$ cat src/rtl/xsw_pkg.sv
// Shared types and helpers for the xsw arbitration mux: arbiter state
// encoding and the source-index width helper.
package xsw_pkg;

  typedef enum logic {
    IDLE   = 1'b0,
    LOCKED = 1'b1
  } arb_state_e;

  function automatic int idx_w(input int n);
    return (n > 1) ? $clog2(n) : 1;
  endfunction

endpackage

$ cat src/rtl/xsw_arb_mux_if.sv
// Stream bundle for xsw_arb_mux: N_SRC input streams in, one registered
// stream out. The slave modport is the arbiter's view, the master modport is the environment's view.
interface xsw_arb_mux_if
  import xsw_pkg::*;
#(
  parameter int N_SRC   = 4,
  parameter int D_WIDTH = 16
);

  logic [N_SRC-1:0]         vldi;
  logic [N_SRC-1:0]         rdyi;
  logic [N_SRC*D_WIDTH-1:0] datai;
  logic [N_SRC-1:0]         lasti;
  logic                     vldo;
  logic                     rdyo;
  logic [D_WIDTH-1:0]       datao;
  logic                     lasto;
  logic [idx_w(N_SRC)-1:0]  grant_id;

  modport master (
    output vldi, datai, lasti, rdyo,
    input  rdyi, vldo, datao, lasto, grant_id
  );

  modport slave (
    input  vldi, datai, lasti, rdyo,
    output rdyi, vldo, datao, lasto, grant_id
  );

endinterface

$ cat src/rtl/xsw_rr_pick.sv
// Combinational rotate-priority picker: the first requester after ptr
// (wrapping modulo N_SRC) wins. The outputs are a one-hot grant and the index of the winner.
module xsw_rr_pick
  import xsw_pkg::*;
#(
  parameter int N_SRC = 4
) (
  input  logic [N_SRC-1:0]        req,
  input  logic [idx_w(N_SRC)-1:0] ptr,
  output logic [N_SRC-1:0]        gnt,
  output logic [idx_w(N_SRC)-1:0] idx
);

  localparam int IW = idx_w(N_SRC);

  logic [IW-1:0] cand;

  // Walk from the farthest offset down to ptr+1 so the nearest requester wins.
  always_comb begin
    gnt  = '0;
    idx  = '0;
    cand = '0;
    for (int k = N_SRC; k >= 1; k--) begin
      cand = IW'((int'(ptr) + k) % N_SRC);
      if (req[cand]) begin
        gnt       = '0;
        gnt[cand] = 1'b1;
        idx       = cand;
      end
    end
  end

endmodule

$ cat src/rtl/xsw_arb_mux.sv
// Round-robin N_SRC:1 stream arbiter/mux with a registered output stage.
// Define XSW_ARB_PKT_LOCK_EN to hold the grant for a whole packet, until the accepted beat with lasti.
module xsw_arb_mux
  import xsw_pkg::*;
#(
  parameter int N_SRC   = 4,
  parameter int D_WIDTH = 16
) (
  input  logic         clk,
  input  logic         rst,
  xsw_arb_mux_if.slave bus
);

  localparam int IW = idx_w(N_SRC);

  logic               load;
  logic               accept;
  logic               acc_last;
  logic [D_WIDTH-1:0] acc_data;
  logic [N_SRC-1:0]   pick_gnt;
  logic [N_SRC-1:0]   sel_oh;
  logic [IW-1:0]      pick_idx;
  logic [IW-1:0]      sel_id;
  logic [IW-1:0]      ptr;

  logic               vld_p1;
  logic               last_p1;
  logic [D_WIDTH-1:0] data_p1;
  logic [IW-1:0]      gid_p1;

`ifdef XSW_ARB_PKT_LOCK_EN
  arb_state_e    state;
  logic [IW-1:0] lock_id;
`endif

  xsw_rr_pick #(.N_SRC(N_SRC)) u_pick (
    .req (bus.vldi),
    .ptr (ptr),
    .gnt (pick_gnt),
    .idx (pick_idx)
  );

  // While locked, only the stored source may be granted; if it is idle, the cycle is a bubble.
  always_comb begin
    sel_oh = pick_gnt;
    sel_id = pick_idx;
`ifdef XSW_ARB_PKT_LOCK_EN
    if (state == LOCKED) begin
      sel_oh          = '0;
      sel_oh[lock_id] = bus.vldi[lock_id];
      sel_id          = lock_id;
    end
`endif
  end

  assign load     = ~vld_p1 | bus.rdyo;
  assign bus.rdyi = (load && !rst) ? sel_oh : '0;
  assign accept   = |(bus.vldi & bus.rdyi);

  always_comb begin
    acc_data = '0;
    acc_last = 1'b0;
    for (int i = 0; i < N_SRC; i++) begin
      if (sel_oh[i]) begin
        acc_data = bus.datai[i*D_WIDTH +: D_WIDTH];
        acc_last = bus.lasti[i];
      end
    end
  end

  // Stage p1: output register. An empty load clears valid; payload and id hold.
  always_ff @(posedge clk or posedge rst) begin
    if (rst) begin
      vld_p1  <= 1'b0;
      last_p1 <= 1'b0;
      data_p1 <= '0;
      gid_p1  <= '0;
    end else if (load) begin
      vld_p1 <= accept;
      if (accept) begin
        last_p1 <= acc_last;
        data_p1 <= acc_data;
        gid_p1  <= sel_id;
      end
    end
  end

  // Arbiter state: round-robin pointer plus, in lock mode, the packet lock.
  always_ff @(posedge clk or posedge rst) begin
    if (rst) begin
      ptr     <= IW'(N_SRC - 1);
`ifdef XSW_ARB_PKT_LOCK_EN
      state   <= IDLE;
      lock_id <= '0;
`endif
    end else if (accept) begin
`ifdef XSW_ARB_PKT_LOCK_EN
      if (acc_last) begin
        state <= IDLE;
        ptr   <= sel_id;
      end else begin
        state   <= LOCKED;
        lock_id <= sel_id;
      end
`else
      ptr <= sel_id;
`endif
    end
  end

  assign bus.vldo     = vld_p1;
  assign bus.lasto    = last_p1;
  assign bus.datao    = data_p1;
  assign bus.grant_id = gid_p1;

endmodule

$ cat src/flat_wrapper.sv
// flat-port wrapper written by rule: the top's interface ports become plain ports
module xsw_arb_mux_flat import xsw_pkg::*;
#(
  parameter int N_SRC   = 4,
  parameter int D_WIDTH = 16
)
  (clk, rst, bus_vldi, bus_datai, bus_lasti, bus_rdyo, bus_rdyi, bus_vldo, bus_datao, bus_lasto, bus_grant_id);
  xsw_arb_mux_if #(.N_SRC(N_SRC), .D_WIDTH(D_WIDTH)) bus_i ();
  input  logic clk;
  input  logic rst;
  input wire logic [$bits(bus_i.vldi)-1:0] bus_vldi;
  input wire logic [$bits(bus_i.datai)-1:0] bus_datai;
  input wire logic [$bits(bus_i.lasti)-1:0] bus_lasti;
  input wire logic [$bits(bus_i.rdyo)-1:0] bus_rdyo;
  output wire logic [$bits(bus_i.rdyi)-1:0] bus_rdyi;
  output wire logic [$bits(bus_i.vldo)-1:0] bus_vldo;
  output wire logic [$bits(bus_i.datao)-1:0] bus_datao;
  output wire logic [$bits(bus_i.lasto)-1:0] bus_lasto;
  output wire logic [$bits(bus_i.grant_id)-1:0] bus_grant_id;
  assign bus_i.vldi = bus_vldi;
  assign bus_i.datai = bus_datai;
  assign bus_i.lasti = bus_lasti;
  assign bus_i.rdyo = bus_rdyo;
  assign bus_rdyi = bus_i.rdyi;
  assign bus_vldo = bus_i.vldo;
  assign bus_datao = bus_i.datao;
  assign bus_lasto = bus_i.lasto;
  assign bus_grant_id = bus_i.grant_id;
  xsw_arb_mux #(.N_SRC(N_SRC), .D_WIDTH(D_WIDTH)) u_core (.clk(clk), .rst(rst), .bus(bus_i));
endmodule
$ cat config.mk
export PLATFORM = sky130hd
export DESIGN_NAME = xsw_arb_mux_flat
export DESIGN_NICKNAME = d
export VERILOG_FILES = /design/src/rtl/xsw_pkg.sv /design/src/rtl/xsw_arb_mux_if.sv /design/src/rtl/xsw_rr_pick.sv /design/src/rtl/xsw_arb_mux.sv /design/src/flat_wrapper.sv
export SDC_FILE = /design/constraint.sdc
export NUM_CORES = 1
export LEC_CHECK = 0
export CAP_MARGIN = 40
export CORE_MARGIN = 2
export CORE_UTILIZATION = 35
export DETAILED_ROUTE_END_ITERATION = 10
export PLACE_DENSITY = 0.77
export SLEW_MARGIN = 20
export SYNTH_ARGS = -nofsm -noshare
export SYNTH_HDL_FRONTEND = slang
export SYNTH_HIERARCHICAL = 1
export SYNTH_SLANG_ARGS = --single-unit
$ cat constraint.sdc
create_clock -name clk -period 3.58 [get_ports clk]
set_input_delay 0.716 -clock clk [delete_from_list [all_inputs] [get_ports clk]]
set_output_delay 0.716 -clock clk [all_outputs]
set_load 0.1 [all_outputs]
### Yosys cells after proc, flatten, opt, wreduce, memory -nomap -nowiden

Cells that the tools add are included.

* ROM bits: 0
* logic and storage cells: 61
* bits in latches: 0
* memories kept: 0
* RAM bits: 0
* output and inout port bits: 24
* register bits after elaboration: 22

* bitwise logic cells: 3
* $lt $le $gt $ge: 8
* shift-type cells: 0
* multipliers: 0
* equality and inequality tests: 0
* multiplexer cells: 33
* reduce and logical (&&, ||, !) cells: 8
* divide/modulo/power cells: 0
* $add $sub $neg: 4

Operator list (number)
* 16-bit two-way mux: 4
* 4-bit two-way mux: 5
* 2-bit by 3-bit < comparator with 1-bit output (second input constant): 4
* 1-bit two-way mux: 12
* 1-bit binary-select mux with 2-bit select: 4
* 1-bit demux with 2-bit select: 4
* 2-bit by 1-bit >= comparator with 1-bit output (second input constant): 4
* 2-bit two-way mux: 4
* 1-bit logical AND: 5
* 2-bit by 1-bit adder with 2-bit output (second input constant): 2
* 2-bit adder (second input constant): 2
* 4-bit bitwise AND: 1
* 4-bit OR reduction: 1
* 2-bit AND reduction: 1
* 1-bit zero test: 1
* 1-bit NOT: 1
* 1-bit bitwise OR: 1

### Depth between registers and ports, before layout

* word-level depth: 13
* depth in mapped cells: 14
* depth with buffers taken out: 10

### Modules after synthesis

Netlist, hierarchy kept.

By module, submodules not included
* xsw_arb_mux: area an instance 1224.9 µm², cells an instance 123, instances 1
* xsw_rr_pick: area an instance 516.7 µm², cells an instance 62, instances 1

### Least setup slack after synthesis

OpenSTA, ideal clock, no wires.

* kind: register -> output
* start point: reg u_core.ptr[0]
* end point: out bus_rdyi[1]
* stages on the path, launching flop included: 12
* arrival: 3296 ps
* path buffers: 4
* required time: 2864 ps
* slack: -432 ps
* cell sequence: dfstp_2 -> buf_2 -> inv_2 -> ha_1 -> buf_6 -> mux2i_1 -> mux2i_1 -> a221oi_1 -> a21oi_1 -> buf_2 -> buf_2 -> and3_1

* word-level cells in the longest chain between the ends: 10

Ends and longest elaborated chain
* start, declared: RTL line xsw_arb_mux.sv:24 `logic [IW-1:0] ptr;`
* start signal, assigned: RTL line xsw_arb_mux.sv:91 `ptr <= IW'(N_SRC - 1);`
* start signal, assigned: RTL line xsw_arb_mux.sv:106 `ptr <= sel_id;`
* 2-bit by 1-bit adder with 2-bit output: RTL line xsw_rr_pick.sv:24 `cand = IW'((int'(ptr) + k) % N_SRC);`
* 2-bit by 3-bit < comparator with 1-bit output (not written as such) / 2-bit by 1-bit >= comparator with 1-bit output (equally long branches): RTL line xsw_rr_pick.sv:27 `gnt[cand] = 1'b1;`
* 1-bit logical AND (not written as such): RTL line xsw_rr_pick.sv:27
* 1-bit two-way mux (not written as such): RTL line xsw_rr_pick.sv:27
* 1-bit demux with 2-bit select: RTL line xsw_rr_pick.sv:27
* 4-bit two-way mux (3 in a row): RTL line xsw_rr_pick.sv:25 `if (req[cand]) begin`
* 4-bit two-way mux (*): RTL line xsw_rr_pick.sv:25
* net u_core.pick_gnt[1]: RTL line xsw_arb_mux.sv:20 `logic [N_SRC-1:0] pick_gnt;`
* 4-bit two-way mux (*): RTL line xsw_arb_mux.sv:57 `assign bus.rdyi = (load && !rst) ? sel_oh : '0;`
* end, declared: RTL line flat_wrapper.sv:15 `output wire logic [$bits(bus_i.rdyi)-1:0] bus_rdyi;`

The timed path passes the listed nets; every way through them passes the cells marked *. The select of a mux whose other input is x is not followed.

### Worst setup path in the final report

Same ends and word-level chain as after synthesis.

==> key figures <==
Logic synthesis
  – Ys flop type: dfrtp_1
  – FFs w/ async S/R, synth: 1.00
  – Synth Net Count: 266
  – Synth area leaders: dfrtp_1, a221oi_1, o31ai_1, o22ai_1, nand2_1
  – Mean post-synth cell area: 9.41 sq um
  – Synth area leader: dfrtp_1
  – Post-synth EDFFs: 0
  – Ys Warns: 6
  – Post-synthesis register bit count: 22
  – Synth top area share: 0.287
  – Top-count cell post-synth: nand2_1
  – Register area share after synthesis: 0.318
  – Mapped Cells: 185
  – Synth top cells by count: nand2_1, a221oi_1, dfrtp_1
  – Synth Cell Area: 1740 sq um
  – Count of cell types in the netlist: 35

Setup path
  – Worst Path Max Fanout: 6
  – WP data arrival: 2.79 ns
  – CP Launch Type: flop
  – Crit path required time: 2.86 ns
  – Critical path class: reg -> out
  – Critical path endpoint category: output port

Clocking
  – CTS tree: yes
  – CTS sink count: 22
  – # H-tree levels: 1
  – Worst-skew pair later-pin latency: 0.27 ns
  – CTS Root Cell: clkbuf_8
  – Clock transition at the registers of the reported paths: 0.08 ns
  – Clk buf depth: 2
  – CTS buffer count: 3

GRT
  – Vias in the first global route: 2127
  – GRT Total Usage: 0.238
  – First-pass GRT wire length: 9960 um
  – Largest net degree at the start of global routing: 24
  – GR peak layer: met2
  – GR Util met1: 0.289
  – Total grt overflow: 0
  – Met3 Use GR: 0.0515
  – Global Route met2 Usage: 0.405
  – Initial antenna violation count: 0

Die
  – Die Y: 74.5 um
  – Die X: 74.5 um
  – Core Box Area: 4750 sq um
  – IO Pins: 99
  – Core Rows: 25
  – Die area: 5560 sq um
  – Initial Utilization: 0.366

Route
  – Detailed Route WL: 6790 um
  – WL/cell: 18.0 um
  – Drc violations: 0
  – Vias post-DR: 2071
  – 1st-iter DRT viols: 109
  – DRT Pass-1 Iters: 4
  – Vias per std cell: 5.49
  – Routed Antenna Nets: 0

Finish
  – Total Nets Final: 392
  – P&R area growth vs syn: 95.0%
  – Ratio of cells with drive above 1 in the final layout: 0.239
  – Antenna cells: 0
  – FF/Latch Area: 553 sq um
  – Post-layout util: 0.714
  – Finished Layout Cells: 377
  – Multi-input gate area: 1080 sq um
  – Number of fill cells: 363

Placement
  – Post-DP HPWL: 5280 um
  – Placed insts: 373
  – Count of buffers from port buffering: 98
  – Gpl congestion: 0.875

Timing
  – RSZ-0062 raised after global routing: true
  – F_max: 285 MHz
  – Worst Hold Margin: 0.482 ns
  – Final Skew: 0.00550 ns
  – Final setup vio count: 0
  – Slew @ Worst Pin: 0.316 ns
  – Fin. max-slew vios: 0
  – Relative slew slack: 0.789
  – Final Hold Violating Endpoints: 0
  – Min Tclk post-route: 3.51 ns
  – Final period utilization: 0.980

Run
  – Max-Cap Viols: 0

Min path
  – Worst Hold Class: reg -> reg

Status
  – Status: finished, final reports clean
sequential cells by signal, summed over array words and instances, names as in the netlist:
name	flops
u_core/bus.lasto	1
u_core/ptr	2
u_core/bus.datao	16
u_core/bus.vldo	1
u_core/bus.grant_id	2
path summary, 6_finish.rpt:
path	start	end	slack, ns	depth (start not counted)
setup / recovery	u_core/ptr[0]$_DFFE_PP1P_	bus_rdyi[1]	0.07	8
hold / removal	u_core/bus.datao[7]$_DFFE_PP0P_	u_core/bus.datao[7]$_DFFE_PP0P_	0.48	2
setup reg to reg	u_core/ptr[0]$_DFFE_PP1P_	u_core/bus.datao[5]$_DFFE_PP0P_	0.33	11
hold reg to reg	u_core/bus.datao[7]$_DFFE_PP0P_	u_core/bus.datao[7]$_DFFE_PP0P_	0.48	2
max in group asynchronous	rst	u_core/ptr[0]$_DFFE_PP1P_	2.41	3
min in group asynchronous	rst	u_core/bus.vldo$_DFFE_PP0N_	0.88	3
area by class of cell:
| type | count | share of cell area |
|---|---|---|
| well taps | 67 | 0.0247 |
| flip-flops and latches | 22 | 0.163 |
| repair buffers | 139 | 0.472 |
| clock buffers | 4 | 0.0162 |
| inverters | 5 | 0.00553 |
| multi-input cells | 140 | 0.318 |
critical path: stages, from the launching register on:
cell and delay [ns]:
dfstp_2 0.54, inv_2 0.07, ha_2 0.38, mux4_2 0.54
nor2b_4 0.16, a221oi_1 0.31, a21oi_2 0.13, and3_2 0.22
buf_12 0.17
timing repair:
action	CTS	global route
setup buffers	0	0
resized for setup	0	5
setup endpoints to repair	0	4
hold buffers	0	0
logic make-up (layout without fill, tap and decap cells):
group	after synthesis	in the layout	synth area share
buffers and inverters	23	148	0.0783
adder cells (fa/ha/maj)	6	6	0.0431
AND/OR/NAND/NOR	42	42	0.124
flip-flops	22	22	0.318
AO/OA/AOI/OAI	76	76	0.326
multiplexers	16	16	0.111
per-stage QoR:
stage          setup TNS (ns)  area, sq um  setup WS [ns]
4_1_cts                     0         3380         0.0345
5_1_grt               -0.0195         3400        -0.0142
3_3_place_gp                0         2920         0.0870
3_5_place_dp                0         3320         0.0828
6_report                    0         3400         0.0703
2_1_floorplan          -0.148         1750         -0.148
cells in the final DEF, fill, tap and decap left out, types with 6 or more instances in the layout:
cell / n
buf_8: 12
o22ai_1: 18
buf_4: 19
nand2_1: 23
dfrtp_1: 20
mux2i_1: 8
clkdlybuf4s50_1: 94
o31ai_1: 17
mux2_2: 6
buf_16: 8
a221oi_1: 20
buf_12: 6
metal layers:
metal  up-vias  routed length (um)
met5         -                   0
met4         0                 204
met3        20                 416
met2       101                3470
met1       964                2700
li1        986                   -
Power is left out: the tool's default activity adds up to more than one toggle a clock period on the data nets, which glitch-free logic cannot reach.
